### src/rtl/median_filt_pkg.sv
// Shared types and helpers for the sliding-window median filter: FSM state
// encoding, parameter legality checks and the ordered-compare functions.
package median_filt_pkg;

    typedef enum logic [0:0] {
        ST_FILL = 1'b0,
        ST_RUN  = 1'b1
    } state_t;

    function automatic bit win_len_legal(input int n);
        return (n >= 32'sd3) && (n <= 32'sd31) && ((n % 32'sd2) == 32'sd1);
    endfunction

    function automatic bit data_width_legal(input int w);
        return (w >= 32'sd8) && (w <= 32'sd32);
    endfunction

    // Operands arrive already extended to 32 bits by the caller.
    function automatic logic signed_le(input logic [31:0] a, input logic [31:0] b);
        return $signed(a) <= $signed(b);
    endfunction

    function automatic logic unsigned_le(input logic [31:0] a, input logic [31:0] b);
        return a <= b;
    endfunction

endpackage

### src/rtl/median_sort_slot.sv
// One position of the sorted window: picks its next value from its own entry,
// a neighbour, or the incoming sample, using per-position compare flags.
module median_sort_slot #(
    parameter int DATA_WIDTH = 16
) (
    input  logic [DATA_WIDTH-1:0] prev_val,
    input  logic [DATA_WIDTH-1:0] cur_val,
    input  logic [DATA_WIDTH-1:0] next_val,
    input  logic [DATA_WIDTH-1:0] ins_val,
    input  logic                  gt_prev,
    input  logic                  gt_cur,
    input  logic                  gt_next,
    input  logic                  ge_prev,
    input  logic                  ge_cur,
    output logic [DATA_WIDTH-1:0] slot_next
);

    // gt_* : entry > new sample; ge_* : entry >= evicted value (at/after eviction point).
    // Insert lands at the last slot of the <=new run when eviction is below it,
    // otherwise at the first slot of the >new run.
    always_comb begin
        slot_next = cur_val;
        if ((ge_cur && !gt_cur && gt_next) || (gt_cur && !gt_prev && !ge_prev)) begin
            slot_next = ins_val;
        end else if (gt_prev && !ge_prev) begin
            slot_next = prev_val;
        end else if (ge_cur && !gt_next) begin
            slot_next = next_val;
        end else begin
            slot_next = cur_val;
        end
    end

endmodule

### src/rtl/median_win_filt.sv
// Streaming sliding-window median filter with valid/ready handshakes.
// Optional build macro MEDIAN_WIN_FILT_PREFILL_EN starts from a window of zeros in RUN.
module median_win_filt
    import median_filt_pkg::*;
#(
    parameter int DATA_WIDTH = 16,
    parameter int WIN_LEN    = 9,
    parameter int IS_SIGNED  = 1
) (
    input  logic                  clk,
    input  logic                  rst,
    input  logic                  clear,
    input  logic                  in_valid,
    output logic                  in_ready,
    input  logic [DATA_WIDTH-1:0] in_data,
    output logic                  out_valid,
    input  logic                  out_ready,
    output logic [DATA_WIDTH-1:0] out_data,
    output logic                  win_full
);

    localparam int CNT_W = $clog2(WIN_LEN + 1);
    localparam int MID   = WIN_LEN / 2;

    if (!win_len_legal(WIN_LEN)) begin : g_bad_win_len
        $error("median_win_filt: WIN_LEN must be odd and within 3..31");
    end
    if (!data_width_legal(DATA_WIDTH)) begin : g_bad_data_width
        $error("median_win_filt: DATA_WIDTH must be within 8..32");
    end

`ifdef MEDIAN_WIN_FILT_PREFILL_EN
    localparam state_t           RST_STATE = ST_RUN;
    localparam logic [CNT_W-1:0] RST_CNT   = CNT_W'(WIN_LEN);
`else
    localparam state_t           RST_STATE = ST_FILL;
    localparam logic [CNT_W-1:0] RST_CNT   = '0;
`endif

    state_t                  state_r, state_next_s;
    logic [CNT_W-1:0]        count_r, count_next_s;
    logic                    accept_s, produce_s;
    logic                    out_valid_r;
    logic [DATA_WIDTH-1:0]   out_data_r;
    logic [DATA_WIDTH-1:0]   age_r        [WIN_LEN];
    logic [DATA_WIDTH-1:0]   sorted_r     [WIN_LEN];
    logic [DATA_WIDTH-1:0]   sorted_next_s[WIN_LEN];
    logic [DATA_WIDTH-1:0]   val_s        [WIN_LEN+2];
    logic [DATA_WIDTH-1:0]   evict_s;
    logic [WIN_LEN+1:0]      gt_s;
    logic [WIN_LEN:0]        ge_s;

    function automatic logic [31:0] ext32(input logic [DATA_WIDTH-1:0] v);
        if (IS_SIGNED != 0) return 32'($signed(v));
        else                return 32'(v);
    endfunction

    function automatic logic le_cmp(input logic [DATA_WIDTH-1:0] a, input logic [DATA_WIDTH-1:0] b);
        if (IS_SIGNED != 0) return signed_le(ext32(a), ext32(b));
        else                return unsigned_le(ext32(a), ext32(b));
    endfunction

    assign in_ready  = !out_valid_r || out_ready;
    assign accept_s  = in_valid && in_ready && !clear;
    assign out_valid = out_valid_r;
    assign out_data  = out_data_r;
    assign win_full  = (state_r == ST_RUN);
    // During FILL the age register still holds reset zeros, so evicting a zero is exact.
    assign evict_s   = (state_r == ST_RUN) ? age_r[WIN_LEN-1] : '0;

    // Per-position compare flags and neighbour values with fixed boundary sentinels.
    always_comb begin
        gt_s                  = '0;
        ge_s                  = '0;
        gt_s[WIN_LEN+1]       = 1'b1;
        val_s[0]              = '0;
        val_s[WIN_LEN+1]      = '0;
        for (int j = 0; j < WIN_LEN; j++) begin
            gt_s[j+1]  = !le_cmp(sorted_r[j], in_data);
            ge_s[j+1]  = le_cmp(evict_s, sorted_r[j]);
            val_s[j+1] = sorted_r[j];
        end
    end

    for (genvar g = 0; g < WIN_LEN; g++) begin : g_slot
        median_sort_slot #(.DATA_WIDTH(DATA_WIDTH)) u_slot (
            .prev_val  (val_s[g]),
            .cur_val   (val_s[g+1]),
            .next_val  (val_s[g+2]),
            .ins_val   (in_data),
            .gt_prev   (gt_s[g]),
            .gt_cur    (gt_s[g+1]),
            .gt_next   (gt_s[g+2]),
            .ge_prev   (ge_s[g]),
            .ge_cur    (ge_s[g+1]),
            .slot_next (sorted_next_s[g])
        );
    end

    // FSM next-state, fill counter and output-producing decision.
    always_comb begin
        state_next_s = state_r;
        count_next_s = count_r;
        produce_s    = 1'b0;
        case (state_r)
            ST_FILL: begin
                if (accept_s) begin
                    count_next_s = count_r + CNT_W'(1);
                    if (count_r == CNT_W'(WIN_LEN - 1)) begin
                        state_next_s = ST_RUN;
                        produce_s    = 1'b1;
                    end else begin
                        state_next_s = ST_FILL;
                    end
                end else begin
                    count_next_s = count_r;
                end
            end
            ST_RUN: begin
                produce_s = accept_s;
            end
            default: begin
                state_next_s = ST_FILL;
                count_next_s = '0;
            end
        endcase
    end

    // FSM state and fill counter registers.
    always_ff @(posedge clk) begin
        if (rst || clear) begin
            state_r <= RST_STATE;
            count_r <= RST_CNT;
        end else begin
            state_r <= state_next_s;
            count_r <= count_next_s;
        end
    end

    // Window storage and the single output register.
    always_ff @(posedge clk) begin
        if (rst || clear) begin
            for (int j = 0; j < WIN_LEN; j++) begin
                age_r[j]    <= '0;
                sorted_r[j] <= '0;
            end
            out_valid_r <= 1'b0;
            out_data_r  <= '0;
        end else begin
            if (accept_s) begin
                age_r[0] <= in_data;
                for (int j = 1; j < WIN_LEN; j++) begin
                    age_r[j] <= age_r[j-1];
                end
                sorted_r <= sorted_next_s;
            end
            if (produce_s) begin
                out_valid_r <= 1'b1;
                out_data_r  <= sorted_next_s[MID];
            end else if (out_ready) begin
                out_valid_r <= 1'b0;
            end else begin
                out_valid_r <= out_valid_r;
            end
        end
    end

endmodule

### config.mk
export PLATFORM = sky130hd
export DESIGN_NAME = median_win_filt
export DESIGN_NICKNAME = d
export VERILOG_FILES = /design/src/rtl/median_filt_pkg.sv /design/src/rtl/median_sort_slot.sv /design/src/rtl/median_win_filt.sv
export SDC_FILE = /design/constraint.sdc
export NUM_CORES = 1
export LEC_CHECK = 0
export CAP_MARGIN = 20
export CELL_PAD_IN_SITES_DETAIL_PLACEMENT = 1
export CELL_PAD_IN_SITES_GLOBAL_PLACEMENT = 2
export CORE_MARGIN = 2
export CORE_UTILIZATION = 40
export CTS_CLUSTER_DIAMETER = 100
export DETAILED_ROUTE_END_ITERATION = 8
export PLACE_DENSITY = 0.81
export SLEW_MARGIN = 20
export SYNTH_ARGS = -nofsm -noshare
export SYNTH_HDL_FRONTEND = slang
export SYNTH_HIERARCHICAL = 1
export SYNTH_SLANG_ARGS = --single-unit
### constraint.sdc
create_clock -name clk -period 5.9 [get_ports clk]
set_input_delay 0.885 -clock clk [delete_from_list [all_inputs] [get_ports clk]]
set_output_delay 0.885 -clock clk [all_outputs]
set_load 0.005 [all_outputs]
Yosys cells after proc, flatten, opt, wreduce, memory -nomap -nowiden
Memory sizes are Yosys's and may differ from the RTL's.
Cells that the tools add are included.
Operators by class
  add/subtract/negate cells: 1
  $lt $le $gt $ge: 18
  equality and inequality tests: 1
  multiplexer cells: 46
  bitwise operators: 10
  reduce and logical (&&, ||, !) cells: 99
Operators with widths (count)
  16-bit two-way mux: 35
  16-bit less-or-equal comparator: 18
  1-bit logical AND: 51
  1-bit zero test: 19
  2-bit AND reduction: 9
  3-bit nonzero test: 6
  1-bit logical OR: 11
  1-bit two-way mux: 10
  1-bit bitwise OR: 9
  2-bit nonzero test: 3
  4-bit by 1-bit adder with 4-bit output (second input constant): 1
  4-bit == test (second input constant): 1
  1-bit one-hot mux with 2 select lines: 1
  1-bit inverter: 1
Word-level totals
  register bits: 166
  bits in writable memories: 144
  bits of input ports: 21
  output and inout port bits: 19
  word-level logic and storage cells: 189
  memories kept: 1
Memories
  age_r: words 9, width 16, rd ports 9, clocked after memory_dff 0, wr ports 9, line median_win_filt.sv:45  | logic [DATA_WIDTH-1:0] age_r [WIN_LEN];

Logic depth before layout (Yosys ltp)
  word-level depth: 8
  depth in mapped cells: 17
  mapped depth without buffers: 12

By module
The synthesis kept the hierarchy.
By module, submodules not included
  median_win_filt: times used 1, cells an instance 1966, area each 18082.3 um^2, seq. area each 7647.3 um^2
  median_sort_slot: times used 9, cells an instance 99, area each 690.7 um^2, seq. area each 0.0 um^2

Worst setup path before layout
Ideal clock, no wire load.
  path type: input -> register
  start: input port out_ready
  end: memory age_r[0][0] (enable)
  data arrival time: 4.038 ns
  data required time: 4.683 ns
  setup slack: 0.644 ns
  cell stages on the path: 5
  path buffers: 2
  cell sequence: nand2b_4 -> nand2_2 -> buf_2 -> clkbuf_1 -> nand2_1
RTL lines
  start, declared: line median_win_filt.sv:17  | input logic out_ready,
  end, declared: line median_win_filt.sv:45

==> flow_summary_export.csv <==
group,metric,value,unit
timing,rsz0062_at_grt,"false",
route,wl_per_cell,27.0,um
global_route,grt_pass1_vias,23045,
route,drtIter0Drc,2054,
hold_path,hold_depth,2,
timing,slew_headroom,25.3,%
timing,fin_skew,0.0186,ns
global_route,grt_antenna_before_repair,7,
final_layout,drive_gt1_share,9.07,%
floorplan,die_area,0.0627,mm^2
setup_path,crit_type,"reg2reg",
timing,tightest_slew,1.12,ns
setup_path,cp_max_fo,21,
global_route,grt_max_degree,175,
synth,synth.largest_area_cell,"edfxtp_1",
placed_design,place_hpwl,68300,um
clocking,clkLatencyLatePin,0.59,ns
final_layout,synthToLayoutAreaGrowth,10.6,%
synth,synth.most_common_cell,"nand2_1",
setup_path,r2r_cells,13,
hold_path,hold_path_class,"reg2reg",
power_and_ir_drop,peakVddDrop,497,uV
floorplan,coreArea,0.0602,mm^2
setup_path,setup.worst_path.start_class,"flip-flop",
synth,async_flop_share,0,%
route,first_pass_iters,6,
synth,synth-seq-cells,310,
global_route,grt_use_met1,43.3,%
clocking,clock-sinks,310,
global_route,met2_usage,47.6,%
global_route,met3_usage,6.20,%
timing,final_hold_viol_count,0,
clocking,cts_tree,"yes",
clocking,htree_num_levels,2,
setup_path,r2r_setup_slack,0.64,ns
synth,synth_area,0.0243,mm^2
global_route,grt_use_total,31.4,%
synth,yosysSeqAreaShare,31.5,%
route,drc,0,
global_route,overflow,0,
synth,yosys-top-cells-count,"nand2_1, ha_1, a21oi_1, nor2_1, inv_1",
setup_path,cp-end-kind,"flip-flop",
power_and_ir_drop,power.density,583,mW/mm^2
clocking,cts-root-buf,"clkbuf_16",
route,postRouteAntennaNets,0,
clocking,postCtsHoldBufs,0,
clocking,cts_resized,0,
route,vias_per_cell,6.20,
clocking,cts_buffers,41,
final_layout,nets,3170,
floorplan,fp.dieH,250,um
synth,ys_warn_count,6,
synth,synth.avg_cell_area,8.50,um^2
timing,finalSetupViolations,0,
power_and_ir_drop,p_leak,11.9,nW
setup_path,crit_arrival,5.68,ns
synth,synth_edf_count,144,
timing,tns,0,ns
timing,fmax,190,MHz
floorplan,core.rowCount,90,
floorplan,initial_core_util,40.3,%
timing,min_period_over_period,89.1,%
synth,synthDistinctLibCells,62,
synth,ys_top_cells_by_area,"edfxtp_1, ha_1, dfxtp_1, nand2_1, and3b_1",
placed_design,dp_slack,0.488,ns
clocking,post_cts.repair.setup_buffers,0,
global_route,top_usage_layer,"met2",
placed_design,port-buffer-count,39,
timing,postLayoutSetupSlackWorst,0.641,ns
clocking,clk_path_buf_depth,3,
synth,synth_ff_type,"dfxtp_1",
synth,synth.top_cell.area_share,17.8,%
job,cap_violations,0,
placed_design,gp_congestion,0.897,
route,vias,22845,
floorplan,ios,40,
route,finalWirelength,99700,um
setup_path,crit_required,6.33,ns
global_route,grt_pass1_wl,149000,um
clocking,cts.clk_slew.worst_paths,0.06,ns
floorplan,die_w,250,um
timing,timing.final.crit_period,5.26,ns
synth,synthCells,2857,
status,status,"complete, no violations",
timing,slew_viol_final,0,
[area by class of cell]
cell class                 count  area (um^2)
antenna                        4         10.0
clock buffer                  58         1140
clock inverter                18          205
fill                        7092        33400
inverter                     170          638
multi-input combinational   2217        15200
sequential                   310         7650
tap                          782          978
timing repair buffer         128         1100
[worst max-delay path, stage by stage, from the launching register on]
cell	delay, ns
dfxtp_1	0.83
and2_1	0.56
buf_4	0.28
ha_1	0.27
a21o_1	0.19
a221o_1	0.34
a221oi_2	0.31
o2111ai_1	0.14
nand2_1	0.46
and3b_1	0.61
or2_1	0.72
o31ai_1	0.19
nand2_1	0.10
a21oi_1	0.07
[through the flow]
step / cell area (um^2) / util (%) / total power [mW] / hold WS [ns] / std cells
CTS: 26900 / 44.6 / 15.5 / 0.458 / 3683
floorplan: 24500 / - / 10.6 / 0.453 / 2902
detailed placement: 25500 / 42.4 / 12.9 / 0.451 / 3607
global route: 26900 / 44.6 / 16.7 / 0.484 / 3684
global placement: 25500 / 42.4 / 12.6 / 0.444 / 3607
finish: 26900 / 44.6 / 15.7 / 0.453 / 3687
[metal layers]
metal / part of all wire [%] / vias up
li1: - / 10420
met1: 45 / 11324
met2: 43 / 874
met3: 7.6 / 221
met4: 4.8 / 6
met5: 0.032 / -
[path summary, 6_finish.rpt]
kind / startpoint / endpoint
worst max-delay path: win_full / sorted_r[3]
worst max register to register: win_full / sorted_r[3]
worst min-delay path: out_data[8] / out_data[8]
worst min register to register: out_data[8] / out_data[8]
[logic make-up after synthesis]
kind of cell             synth area share, %
buffers and inverters                   6.98
AND/OR/NAND/NOR                         23.2
other                                 0.0309
AO/OA/AOI/OAI                           23.3
multiplexers                          0.0824
XOR/XNOR                               0.433
adder cells (fa/ha/maj)                 14.5
flip-flops                              31.5
[sequential cells by signal, summed over array words and instances, names as in the netlist]
signal     cells
age_r        144
out_valid      1
win_full       1
count_r        4
out_data      16
sorted_r     144
[power breakdown]
group / internal (mW) / switching (mW) / total (mW) / leakage (nW)
clock network: 1.49 / 1.06 / 2.55 / 0.645
registers: 2.51 / 0.693 / 3.21 / 3.02
logic: 3.44 / 6.47 / 9.91 / 8.28
[placed cells by master (no fill, tap or decap), drive strengths merged, types with 8 or more instances in the layout]
| cell | count |
|---|---|
| a31oi | 9 |
| nand4 | 37 |
| dfxtp | 166 |
| clkdlybuf4s50 | 39 |
| nand2 | 377 |
| and3b | 155 |
| o211ai | 10 |
| inv | 173 |
| nor2 | 172 |
| nor2b | 29 |
| buf | 89 |
| nor3b | 9 |
| a21oi | 249 |
| clkbuf | 58 |
| nand3 | 19 |
| o21ai | 171 |
| a211oi | 147 |
| and3 | 131 |
| or2 | 12 |
| and2 | 18 |
| o31ai | 149 |
| nand2b | 33 |
| and4 | 15 |
| edfxtp | 144 |
| conb | 47 |
| a21o | 30 |
| a221oi | 10 |
| xnor2 | 11 |
| o21bai | 8 |
| nor3 | 29 |
| ha | 281 |
| clkinv | 9 |
No activity file was read; power rests on OpenSTA's default activity.
==> RTL edit 1: new RTL, config.mk and constraints unchanged <==
Compare `count_r` against `CNT_W'(WIN_LEN - 1)` with >= in place of ==.
--- a/src/rtl/median_win_filt.sv
+++ b/src/rtl/median_win_filt.sv
@@ -106,7 +106,7 @@
             ST_FILL: begin
                 if (accept_s) begin
                     count_next_s = count_r + CNT_W'(1);
-                    if (count_r == CNT_W'(WIN_LEN - 1)) begin
+                    if (count_r >= CNT_W'(WIN_LEN - 1)) begin
                         state_next_s = ST_RUN;
                         produce_s    = 1'b1;
                     end else begin
Function: no difference found for any inputs over 4 cycles, from zero or initial values; that may be too few to reach the edited logic, so the function may still have changed.
==> RTL edit 1 against the unedited design <==
Setup slack got worse by 0.13 ns; core utilization up 0.092 points; sequential share of layout area hardly changed; power down 1.7%; synthesized area shrank 0.14%; routed wire length up 0.97%; sequential cell count unchanged; cell area barely moved; largest power group unchanged; highest routed layer unchanged.
==> RTL edit 1: results (changes against the unedited design) <==
outcome finished clean (unchanged); number of synthesized flops with an enable pin 144 (unchanged); Worst path slowest cell and2_1 (was dfxtp_1); port bufs 39 (unchanged); crit-path leading delay family simple AND/OR/NAND/NOR gates (unchanged); first-pass GRT wire length 150300 um (was 148600 um); GP Congestion 0.9118 (was 0.8969); Detailed Route Iter0 Violations 1828 (was 2054); synth cell count leaders nand2_1 (344), ha_1 (281), a21oi_1 (216) (was nand2_1 (375), ha_1 (281), a21oi_1 (248)); DP HPWL 68550 um (was 68310 um); vias in the first global route 23330 (was 23050); r2r endpoint sorted_r[0]$_SDFFE_PP0P_ (was sorted_r[3]$_SDFFE_PP0P_); met1 Usage GRT 43.17% (was 43.26%); CTS buffer count 39 (was 41); reg2reg start win_full$_SDFF_PP0_ (unchanged); Seq/Total Area, Yosys 31.52% (was 31.47%); reg2reg setup slack 0.51 ns (was 0.64 ns); hold path endpoint out_data[12]$_SDFFE_PP0P_ (was out_data[8]$_SDFFE_PP0P_); min-delay src out_data[12]$_SDFFE_PP0P_ (was out_data[8]$_SDFFE_PP0P_); GRT Total Usage 31.85% (was 31.36%); Final nets 3158 (was 3170); Post-CTS Resized 0 (unchanged); M2 GR Usage 49.73% (was 47.58%); worst-path maximum fanout 20 (was 21); skew final 0.02946 ns (was 0.01864 ns); Max IR drop VDD 0.0003613 V (was 0.0004968 V); fill cell count 7057 (was 7092); clk_lat worst skew around 0.60 ns; final hold vios 0 (unchanged); Worst path max stage delay 0.94 ns (was 0.83 ns); initial antenna violation count 4 (was 7); FF-to-FF path depth 12 (was 13); Hold Crit Class flop to flop (unchanged); Synth Cell Area 0.02426 mm^2 (was 0.02430 mm^2); fraction of layout cells with a size suffix above 1 9.085% (was 9.066%); Post-Route WL 100700 um (was 99720 um); met3 Track Usage GR 5.456% (was 6.204%); Synth cell types 55 (was 62); Vias/cell 6.165 (was 6.196); H-tree depth 2 (unchanged); Longest Clk Path Bufs 3 (unchanged); pin count of the biggest net entering global routing 130 (was 175); DR pass1 iterations 5 (was 6); Worst-Margin Slew 1.073 ns (was 1.121 ns); Area contributors post-synth edfxtp_1 (18%), ha_1 (14%), dfxtp_1 (14%) (unchanged); Lkg Pwr 11.93 nW (was 11.94 nW); post-CTS setup buffers 0 (unchanged); Fin Hold WS 0.5084 ns (was 0.4528 ns); Critical Path AT 5.90 ns (was 5.68 ns); Post-synth top flop dfxtp_1 (unchanged); root buf cell clkbuf_16 (unchanged)
==> RTL edit 1: worst register-to-register path, delay by kind of cell (launching register included) <==
family,cells,cell delay [ns]
AO/OA/AOI/OAI,4,1.32
adder cells (fa/ha/maj),1,0.28
buffers and inverters,1,0.24
flip-flops,1,0.80
AND/OR/NAND/NOR,6,2.69
==> RTL edit 1: cell families (layout without fill, tap and decap cells) <==
family / Yosys count / in the layout / synth area share, %
other: 2 / 49 / 0.03095
multiplexers: 17 / 17 / 0.7013
XOR/XNOR: 7 / 7 / 0.2527
buffers and inverters: 397 / 390 / 7.126
AO/OA/AOI/OAI: 807 / 807 / 23.07
AND/OR/NAND/NOR: 1024 / 1024 / 22.78
adder cells (fa/ha/maj): 282 / 282 / 14.53
flip-flops: 310 / 310 / 31.52
==> RTL edit 1: how the worst max path moves through the flow <==
| stage | end | depth (start not counted) | slack (ns) | from |
|---|---|---|---|---|
| floorplan | age_r[0][0]$_SDFFCE_PN0P_ | 5 | 0.47 | out_ready |
| global placement | sorted_r[64]$_SDFFE_PP0P_ | 14 | 0.55 | in_data[3] |
| detailed placement | sorted_r[82]$_SDFFE_PP0P_ | 14 | 0.49 | in_data[4] |
| CTS | sorted_r[0]$_SDFFE_PP0P_ | 12 | 0.58 | win_full$_SDFF_PP0_ |
| global route | sorted_r[82]$_SDFFE_PP0P_ | 12 | 0.26 | win_full$_SDFF_PP0_ |
| finish | sorted_r[0]$_SDFFE_PP0P_ | 12 | 0.51 | win_full$_SDFF_PP0_ |
==> RTL edit 1: final cells by class <==
class | count | area [um^2] | area share, %
Tap cell | 782 | 978.4 | 3.639
Multi-Input combinational cell | 2184 | 15100 | 56.16
Timing Repair Buffer | 128 | 1084 | 4.030
Clock inverter | 25 | 334.1 | 1.243
Inverter | 193 | 724.4 | 2.695
Sequential cell | 310 | 7647 | 28.45
Clock buffer | 44 | 1015 | 3.774
Antenna cell | 2 | 5.005 | 0.01862
==> RTL edit 1: per-stage QoR <==
stage	cells	setup WS, ns	util, %	cell area [um^2]
after floorplan	2891	0.4688	-	24430
after global placement	3597	0.5543	42.44	25520
after detailed placement	3597	0.4926	42.45	25530
after CTS	3666	0.5812	44.69	26870
after global routing	3666	0.2574	44.70	26880
final	3668	0.5101	44.71	26880
==> RTL edit 1: report_power, final <==
part           internal [mW]  total (mW)  switching, mW  leakage [nW]
Sequential              2.50        3.18          0.676          3.02
Clock                   1.48        2.56           1.08         0.658
Combinational           3.30        9.66           6.36          8.25
==> RTL edit 1: routing by layer <==
| metal | share of wire [%] | routed length [um] |
|---|---|---|
| met2 | 44 | 44140 |
| met5 | 0.025 | 25 |
| met1 | 45 | 44810 |
| met3 | 6.8 | 6800 |
| met4 | 4.9 | 4913 |
==> RTL edit 2: new RTL, same flow settings <==
Without the edit above. `IS_SIGNED`: 1 -> 0.
--- a/src/rtl/median_win_filt.sv
+++ b/src/rtl/median_win_filt.sv
@@ -5,7 +5,7 @@
 #(
     parameter int DATA_WIDTH = 16,
     parameter int WIN_LEN    = 9,
-    parameter int IS_SIGNED  = 1
+    parameter int IS_SIGNED  = 0
 ) (
     input  logic                  clk,
     input  logic                  rst,
Formal check against the unedited RTL: not equivalent (a bounded check fails within 10 cycles, from zero or initial values).
==> RTL edit 2 against the unedited design <==
Sequential cell count unchanged; cell count decreased by 1.1%; synthesized cell count decreased by 0.81%; cell area decreased by 0.83%; synthesized area decreased by 0.90%; clock skew increased by 0.015 ns; sequential share of layout area increased by 0.24 points; setup slack got worse by 0.053 ns; routed wire length decreased by 1.0%.
Power is not compared: it rests on default switching activity, and its combinational part moved more than twofold at a synthesized area within 25%.
==> RTL edit 2: results (changes against the unedited design) <==
routed wl met2 45620 um (was 42730 um); GRT Total Usage 31.13% (was 31.36%); pin count of the biggest net entering global routing 130 (was 175); Critical Path AT 5.73 ns (was 5.68 ns); Clock-cell share 5.093% (was 5.009%); WL/cell 27.07 um (was 27.05 um); post-route cell area 0.02666 mm^2 (was 0.02688 mm^2); Detailed Route Iter0 Violations 1697 (was 2054); M2 GR Usage 51.28% (was 47.58%); DP HPWL 66470 um (was 68310 um); vias in the first global route 23050 (about the same); fraction of layout cells with a size suffix above 1 9.123% (was 9.066%); Worst-Margin Slew 1.052 ns (was 1.121 ns); buffering overhead 4.112% (was 4.078%); Seq/Total Area, Yosys 31.76% (was 31.47%); outcome finished clean (unchanged); Final nets 3145 (was 3170); # diodes 0 (was 4); GP Congestion 0.9188 (was 0.8969); min-delay src out_data[1]$_SDFFE_PP0P_ (was out_data[8]$_SDFFE_PP0P_); met1 Usage GRT 40.62% (was 43.26%); met3 routed WL 5418 um (was 7582 um); placed cell area 0.02525 mm^2 (was 0.02552 mm^2); Fin Hold WS 0.4580 ns (was 0.4528 ns); Placed Cells 3573 (was 3607); hold path endpoint out_data[1]$_SDFFE_PP0P_ (was out_data[8]$_SDFFE_PP0P_); skew final 0.03384 ns (was 0.01864 ns); FF-to-FF path depth 12 (was 13); Vias/cell 6.233 (was 6.196); Worst path slowest cell and2_1 (was dfxtp_1); fill cell count 6997 (was 7092)
RTL edit 2: cell types whose count changed in the layout (fill, tap and decap cells not counted), moves of 9 or more:
cell and delta:
nand4_1 +17, inv_1 -12, a21oi_1 +18, and4_1 -10
a211oi_1 +9, nand2b_1 -13, nor4_1 +9, nand3_1 +24
RTL edit 2: power by group:
part           switching (mW)  total (mW)  leakage (nW)  internal (mW)
Clock                    1.08        2.57         0.650           1.49
Sequential             0.0382        2.34          3.02           2.30
Combinational           0.456       0.656          8.00          0.200
RTL edit 2: cell families (layout without fill, tap and decap cells):
group                      after synthesis  after routing  synth area share [%]
DFF                                    310            310                 31.76
AOI/OAI and AO/OA                      815            815                 22.90
other                                    2             47               0.03119
buffers and inverters                  363            356                 6.869
adders and majority gates              284            284                 14.73
xor gates and xnor gates                12             12                0.4365
and+or+nand+nor                       1048           1048                 23.28
